### config.mk
export PLATFORM = sky130hd
export DESIGN_NAME = prog_loader_flat
export DESIGN_NICKNAME = d
export VERILOG_FILES = /design/src/rtl/prog_loader_if.sv /design/src/rtl/prog_loader.sv /design/src/flat_wrapper.sv
export SDC_FILE = /design/constraint.sdc
export NUM_CORES = 1
export LEC_CHECK = 0
export BUFFER_PORTS_ARGS = -buffer_cell sky130_fd_sc_hd__buf_2
export CORE_MARGIN = 2
export CORE_UTILIZATION = 40
export DETAILED_ROUTE_END_ITERATION = 7
export PLACE_DENSITY = 0.67
export REMOVE_ABC_BUFFERS = 1
export SETUP_SLACK_MARGIN = 0.1
export SYNTH_ARGS = -nofsm -noshare
export SYNTH_HDL_FRONTEND = slang
export SYNTH_SLANG_ARGS = --single-unit
export TNS_END_PERCENT = 20
### constraint.sdc
create_clock -name clk -period 3.8 [get_ports clk]
set_input_delay 0.19 -clock clk [delete_from_list [all_inputs] [get_ports clk]]
set_output_delay 0.19 -clock clk [all_outputs]
set_load 0.05 [all_outputs]
### src/rtl/prog_loader_if.sv
// rtl/prog_loader_if.sv - byte receive stream and instruction memory write bus
interface prog_loader_if;
  logic [7:0]  rx_data;
  logic        rx_valid;
  logic        rx_ready;
  logic        imem_wen;
  logic [15:0] imem_addr;
  logic [15:0] imem_data;

  modport master (
    output rx_data, rx_valid,
    input  rx_ready, imem_wen, imem_addr, imem_data
  );

  modport slave (
    input  rx_data, rx_valid,
    output rx_ready, imem_wen, imem_addr, imem_data
  );
endinterface

### src/rtl/prog_loader.sv
// rtl/prog_loader.sv - framed byte-stream boot loader writing 16-bit words to instruction memory
module prog_loader #(
  parameter int MAX_WORDS = 256,
  parameter int TIMEOUT   = 50000
) (
  input  logic         clk,
  input  logic         rst,
  input  logic         start,
  prog_loader_if.slave bus,
  output logic         cpu_rst,
  output logic         busy,
  output logic         done,
  output logic         err,
  output logic [1:0]   err_code,
  output logic [15:0]  words_loaded
);

  localparam int TW = $clog2(TIMEOUT + 1);

  typedef enum logic [3:0] {
    S_IDLE, S_LEN_HI, S_LEN_LO, S_DAT_HI, S_DAT_LO, S_WRITE, S_CHK, S_DONE, S_ERR
  } state_t;

  state_t        state_q, state_d;
  logic          rx_ready_q, rx_ready_d;
  logic          imem_wen_q, imem_wen_d;
  logic [15:0]   imem_addr_q, imem_addr_d;
  logic [15:0]   imem_data_q, imem_data_d;
  logic          cpu_rst_q, cpu_rst_d;
  logic          busy_q, busy_d;
  logic          done_q, done_d;
  logic          err_q, err_d;
  logic [1:0]    err_code_q, err_code_d;
  logic [15:0]   words_q, words_d;
  logic [7:0]    len_hi_q, len_hi_d;
  logic [15:0]   len_q, len_d;
  logic [15:0]   idx_q, idx_d;
  logic [7:0]    hi_q, hi_d;
  logic [7:0]    sum_q, sum_d;
  logic [TW-1:0] tmo_q, tmo_d;

  logic          accept;
  logic          receiving;
  logic          fail;
  logic [1:0]    fail_code;
  logic [7:0]    chk_sum;
  logic [15:0]   frame_len;
  logic [15:0]   idx_inc;

  // rx_ready_q is only ever high in a receiving state, so this is the transfer condition
  assign accept    = bus.rx_valid & rx_ready_q;
  assign receiving = state_q inside {S_LEN_HI, S_LEN_LO, S_DAT_HI, S_DAT_LO, S_CHK};
  assign chk_sum   = sum_q + bus.rx_data;
  assign frame_len = {len_hi_q, bus.rx_data};
  assign idx_inc   = idx_q + 16'd1;

  always_comb begin
    state_d     = state_q;
    imem_wen_d  = 1'b0;
    imem_addr_d = imem_addr_q;
    imem_data_d = imem_data_q;
    cpu_rst_d   = cpu_rst_q;
    busy_d      = busy_q;
    done_d      = done_q;
    err_d       = err_q;
    err_code_d  = err_code_q;
    words_d     = words_q;
    len_hi_d    = len_hi_q;
    len_d       = len_q;
    idx_d       = idx_q;
    hi_d        = hi_q;
    sum_d       = sum_q;
    tmo_d       = tmo_q;
    fail        = 1'b0;
    fail_code   = 2'd0;

    case (state_q)
      S_IDLE, S_DONE, S_ERR: begin
        if (start) begin
          state_d    = S_LEN_HI;
          done_d     = 1'b0;
          err_d      = 1'b0;
          err_code_d = 2'd0;
          words_d    = 16'd0;
          sum_d      = 8'd0;
          idx_d      = 16'd0;
          tmo_d      = '0;
          cpu_rst_d  = 1'b1;
          busy_d     = 1'b1;
        end
      end
      S_LEN_HI: if (accept) begin
        len_hi_d = bus.rx_data;
        state_d  = S_LEN_LO;
      end
      S_LEN_LO: if (accept) begin
        len_d = frame_len;
        if ({1'b0, frame_len} > 17'(MAX_WORDS)) begin
          fail      = 1'b1;
          fail_code = 2'd1;
        end else if (frame_len == 16'd0) begin
          state_d = S_CHK;
        end else begin
          state_d = S_DAT_HI;
        end
      end
      S_DAT_HI: if (accept) begin
        hi_d    = bus.rx_data;
        state_d = S_DAT_LO;
      end
      S_DAT_LO: if (accept) begin
        imem_wen_d  = 1'b1;
        imem_addr_d = idx_q << 1;
        imem_data_d = {hi_q, bus.rx_data};
        state_d     = S_WRITE;
      end
      S_WRITE: begin
        idx_d   = idx_inc;
        words_d = words_q + 16'd1;
        state_d = (idx_inc == len_q) ? S_CHK : S_DAT_HI;
      end
      S_CHK: if (accept) begin
        if (chk_sum == 8'd0) begin
          state_d   = S_DONE;
          done_d    = 1'b1;
          busy_d    = 1'b0;
          cpu_rst_d = 1'b0;
        end else begin
          fail      = 1'b1;
          fail_code = 2'd2;
        end
      end
      default: state_d = S_IDLE;
    endcase

    // Running checksum and idle watchdog shared by every receiving state
    if (receiving) begin
      if (accept) begin
        sum_d = chk_sum;
        tmo_d = '0;
      end else if (tmo_q == TW'(TIMEOUT - 1)) begin
        fail      = 1'b1;
        fail_code = 2'd3;
      end else begin
        tmo_d = tmo_q + 1'b1;
      end
    end

    if (fail) begin
      state_d    = S_ERR;
      err_d      = 1'b1;
      err_code_d = fail_code;
      busy_d     = 1'b0;
      cpu_rst_d  = 1'b1;
    end

    rx_ready_d = state_d inside {S_LEN_HI, S_LEN_LO, S_DAT_HI, S_DAT_LO, S_CHK};
  end

  always_ff @(posedge clk or posedge rst) begin
    if (rst) begin
      state_q     <= S_IDLE;
      rx_ready_q  <= 1'b0;
      imem_wen_q  <= 1'b0;
      imem_addr_q <= 16'd0;
      imem_data_q <= 16'd0;
      cpu_rst_q   <= 1'b1;
      busy_q      <= 1'b0;
      done_q      <= 1'b0;
      err_q       <= 1'b0;
      err_code_q  <= 2'd0;
      words_q     <= 16'd0;
      len_hi_q    <= 8'd0;
      len_q       <= 16'd0;
      idx_q       <= 16'd0;
      hi_q        <= 8'd0;
      sum_q       <= 8'd0;
      tmo_q       <= '0;
    end else begin
      state_q     <= state_d;
      rx_ready_q  <= rx_ready_d;
      imem_wen_q  <= imem_wen_d;
      imem_addr_q <= imem_addr_d;
      imem_data_q <= imem_data_d;
      cpu_rst_q   <= cpu_rst_d;
      busy_q      <= busy_d;
      done_q      <= done_d;
      err_q       <= err_d;
      err_code_q  <= err_code_d;
      words_q     <= words_d;
      len_hi_q    <= len_hi_d;
      len_q       <= len_d;
      idx_q       <= idx_d;
      hi_q        <= hi_d;
      sum_q       <= sum_d;
      tmo_q       <= tmo_d;
    end
  end

  assign bus.rx_ready  = rx_ready_q;
  assign bus.imem_wen  = imem_wen_q;
  assign bus.imem_addr = imem_addr_q;
  assign bus.imem_data = imem_data_q;
  assign cpu_rst       = cpu_rst_q;
  assign busy          = busy_q;
  assign done          = done_q;
  assign err           = err_q;
  assign err_code      = err_code_q;
  assign words_loaded  = words_q;

endmodule

### src/flat_wrapper.sv
// flat-port wrapper written by rule: the top's interface ports become plain ports
module prog_loader_flat 
#(
  parameter int MAX_WORDS = 256,
  parameter int TIMEOUT   = 50000
)
  (clk, rst, start, cpu_rst, busy, done, err, err_code, words_loaded, bus_rx_data, bus_rx_valid, bus_rx_ready, bus_imem_wen, bus_imem_addr, bus_imem_data);
  prog_loader_if bus_i ();
  input  logic clk;
  input  logic rst;
  input  logic start;
  output logic cpu_rst;
  output logic busy;
  output logic done;
  output logic err;
  output logic [1:0] err_code;
  output logic [15:0] words_loaded;
  input wire logic [$bits(bus_i.rx_data)-1:0] bus_rx_data;
  input wire logic [$bits(bus_i.rx_valid)-1:0] bus_rx_valid;
  output wire logic [$bits(bus_i.rx_ready)-1:0] bus_rx_ready;
  output wire logic [$bits(bus_i.imem_wen)-1:0] bus_imem_wen;
  output wire logic [$bits(bus_i.imem_addr)-1:0] bus_imem_addr;
  output wire logic [$bits(bus_i.imem_data)-1:0] bus_imem_data;
  assign bus_i.rx_data = bus_rx_data;
  assign bus_i.rx_valid = bus_rx_valid;
  assign bus_rx_ready = bus_i.rx_ready;
  assign bus_imem_wen = bus_i.imem_wen;
  assign bus_imem_addr = bus_i.imem_addr;
  assign bus_imem_data = bus_i.imem_data;
  prog_loader #(.MAX_WORDS(MAX_WORDS), .TIMEOUT(TIMEOUT)) u_core (.clk(clk), .rst(rst), .start(start), .bus(bus_i), .cpu_rst(cpu_rst), .busy(busy), .done(done), .err(err), .err_code(err_code), .words_loaded(words_loaded));
endmodule
==> key figures <==
Cells and area
  – Final Core Density: 0.473
  – Total Nets Final: 732
  – Ant. Diodes: 0
  – Fraction of layout cells with a size suffix above 1: 0.240
  – Area Growth Syn to Fin: 16.3%

Synth
  – Yosys cell types: 73
  – Ys Warns: 0
  – Top FF cell, synth: dfrtp_1
  – Most area-hungry cell type in the Yosys netlist: dfrtp_1
  – Synth Instances: 654
  – Syn Area/Cell: 10.2 um2
  – Synth Register Bits: 131
  – Number of flops mapped to enable cells by yosys: 0
  – Area contributors post-synth: dfrtp_1 (49%), mux2_2 (9.3%), nand2_1 (4.6%), o21ai_0 (3.6%), nand3_1 (2.6%)
  – Post-synth ARST share: 1.00
  – Register area share after synthesis: 0.490
  – Post-synth top area share: 0.486
  – Mapped cell area: 6690 um2

Setup path
  – Startpoint types: register
  – Reg2Reg Setup Slack: 1010 ps
  – Critical Path RT: 4110 ps
  – Critical path fanouts, max: 5
  – CP Capture Type: register
  – Crit path arrival time: 3090 ps
  – Critical-path cell list: ha_1, fa_1, a211oi_1, nor2_1, xnor2_1, nand4_1, or4b_1, o21a_1, o211a_1
  – Critical-path top delay cell: or4b_1
  – Crit path largest cell delay: 610 ps
  – Critical path type: register to register

Die
  – Core Footprint: 16500 um2
  – Die Wd: 133 um
  – Die area: 17800 um2
  – Chip Height: 133 um
  – Row count: 47
  – Initial Utilization: 0.406
  – Boundary Pins: 68

Clocking
  – Max Root-Sink Buffers: 2
  – CTS Buf Count: 17
  – CTS resizes: 0
  – Post-CTS Hold Fix Bufs: 0
  – Worst-skew pair later-pin latency: 420 ps
  – CTS tree: done
  – Postcts setup bufs: 0
  – H-Tree Level Count: 4
  – Clock Tree Root: clkbuf_16
  – Num Clock Sinks: 131
  – CTS clk-pin slew, worst paths: 60 ps

Route
  – Metal-1 WL: 7.17 mm
  – DRT iter0 DRCs: 307
  – Top routing layer used: met4
  – DRT antenna net count: 0
  – Met2 wire length: 6.83 mm
  – Routed length on met3: 650 um
  – Drt wl/cell: 15.8 um
  – Final wirelength: 14.9 mm
  – Via density: 5.39
  – DRT Pass-1 Iters: 5
  – Remaining DRCs: 0
  – DR vias: 5081

Global route
  – Overflow after GRT: 0
  – First-pass GRT wire length: 25.2 mm
  – Largest net degree at the start of global routing: 77
  – Total global routing track utilization: 0.178
  – Vias in the first global route: 4863
  – Antenna violations before repair: 0

Status
  – Failing checks: negative hold slack
  – Outcome: finished, violations left

STA
  – Crit path time final: 2790 ps
  – Skew final: 7.13 ps
  – Slew margin rel.: 0.358
  – Slew Viols, Final: 0
  – Setup violators final: 0
  – Period utilisation layout: 0.733
  – FMAX: 359 MHz
  – Worst hold slack: -11.2 ps
  – Least-Margin Pin Slew: 961 ps
  – Final hold vios: 25
  – RSZ-0062 raised after global routing: false
  – Setup TNS Final: 0 ps

Job
  – Max_cap viols: 0

Pwr
  – VDD IR max: 0.560 mV
  – Static Leakage: 3.56 nW
  – P per Cell Area: 748 nW/um2

Placement
  – Post-DP HPWL: 10.1 mm
  – Port bufs: 66
  – GPL Wtd Cong: 0.857

Min path
  – Class of the worst hold path: input pin to asynchronous set/reset pin
## stage by stage
step                      cell area (um2)  total power (W)  setup WS (ps)  std cells  hold WS, ps
after floorplan                      6530          0.00362            114        620          341
after global placement               7180          0.00412           1060        910          450
after detailed placement             7180          0.00418           1010        910          456
after CTS                            7780          0.00586           1000        942         36.1
after global routing                 7780          0.00616            799        942         88.0
final                                7780          0.00582           1010        942        -11.2
## power by group
group / total [W] / internal, W / leakage, nW / switching [W]
registers: 0.00209 / 0.00176 / 1.73 / 0.000333
logic: 0.00205 / 0.000758 / 1.55 / 0.00130
clock network: 0.00167 / 0.00105 / 0.283 / 0.000625
total: 0.00582 / 0.00357 / 3.56 / 0.00225
## registers in the layout, summed over array words and instances (netlist names), 8 cells and up
signal	count
u_core.bus.imem_data	16
u_core.words_loaded	16
u_core.tmo_q	16
u_core.sum_q	8
u_core.len_hi_q	8
u_core.len_q	16
u_core.hi_q	8
u_core.idx_q	16
u_core.bus.imem_addr	15
## cell families (layout without fill, tap and decap cells)
family | count (synthesis) | after routing | share of synthesized area
and+or+nand+nor | 249 | 249 | 0.191
DFF | 131 | 131 | 0.490
AOI/OAI and AO/OA | 121 | 121 | 0.115
muxes | 62 | 62 | 0.103
buffers and inverters | 44 | 112 | 0.0303
xor gates and xnor gates | 35 | 35 | 0.0486
adders and majority gates | 11 | 11 | 0.0217
other | 1 | 1 | 0.000560
## cell usage in the layout (no fill, tap or decap), types with 5 or more instances in the layout
cell | Yosys | layout
and4_1 | 5 | 5
mux2i_1 | 6 | 6
clkbuf_16 | 0 | 17
dfrtp_1 | 130 | 130
o31ai_1 | 11 | 11
buf_2 | 9 | 66
a21oi_1 | 20 | 20
nand4_1 | 18 | 18
inv_1 | 9 | 8
xor2_1 | 17 | 17
nor3_1 | 10 | 10
xnor2_1 | 17 | 17
nand3_1 | 35 | 35
nand2_1 | 82 | 82
o211ai_1 | 6 | 6
and3_1 | 11 | 11
nor2b_1 | 5 | 5
and2_1 | 9 | 9
o21ai_0 | 48 | 47
ha_1 | 10 | 10
mux2_2 | 55 | 55
nor2_1 | 41 | 41
## area by class of cell
type                       count  area, um2
clock buffer                  20        447
clock inverter                12        156
fill                        1575       8680
inverter                      10       40.0
multi-input combinational    479       3210
sequential                   131       3280
tap                          220        275
timing repair buffer          70        373
## metal layers
layer | vias to the layer above | track usage
met5 | - | 0
li1 | 2477 | -
met1 | 2470 | 0.252
met3 | 22 | 0.0350
met4 | 0 | 0.0621
met2 | 112 | 0.273
## synth_stat cells (2+ instances only)
cell,number
a211o_1,2
a211oi_1,2
a21o_1,3
a21oi_1,20
a21oi_2,2
a31o_2,3
a31oi_1,3
and2_1,9
and3_1,11
and4_1,5
buf_1,3
buf_2,9
buf_6,3
clkbuf_1,18
dfrtp_1,130
ha_1,10
inv_1,9
mux2_2,55
mux2i_1,6
nand2_1,82
nand2b_1,3
nand3_1,35
nand3b_1,4
nand4_1,18
nand4b_1,2
nor2_1,41
nor2b_1,5
nor3_1,10
nor3b_1,2
nor4_1,4
nor4b_1,2
nor4bb_1,2
o211ai_1,6
o21a_1,3
o21ai_0,48
o21bai_1,2
o311ai_0,2
o31ai_1,11
or3_1,2
or4_1,2
xnor2_1,17
xor2_1,17
## worst max-delay path: cells and delay by family, from the launching register on
kind | cells | cell delay, ps
and+or+nand+nor | 3 | 830
AOI/OAI and AO/OA | 3 | 670
adders and majority gates | 2 | 620
DFF | 1 | 380
xor gates and xnor gates | 1 | 170
## path summary, 6_finish.rpt
check | startpoint | endpoint | cells after the start
max in group asynchronous | rst | u_core.len_q[10]$_DFFE_PP0P_ | 3
hold reg to reg | u_core.hi_q[2]$_DFFE_PP0P_ | u_core.bus.imem_data[10]$_DFFE_PP0P_ | 2
min in group clk | bus_rx_data[0] | u_core.bus.imem_data[0]$_DFFE_PP0P_ | 2
setup / recovery | u_core.sum_q[0]$_DFF_PP0_ | u_core.bus.rx_ready$_DFF_PP0_ | 9
setup reg to reg | u_core.sum_q[0]$_DFF_PP0_ | u_core.bus.rx_ready$_DFF_PP0_ | 9
hold / removal | rst | u_core.words_loaded[4]$_DFFE_PP0P_ | 2
Power figures use the tool's default switching activity.
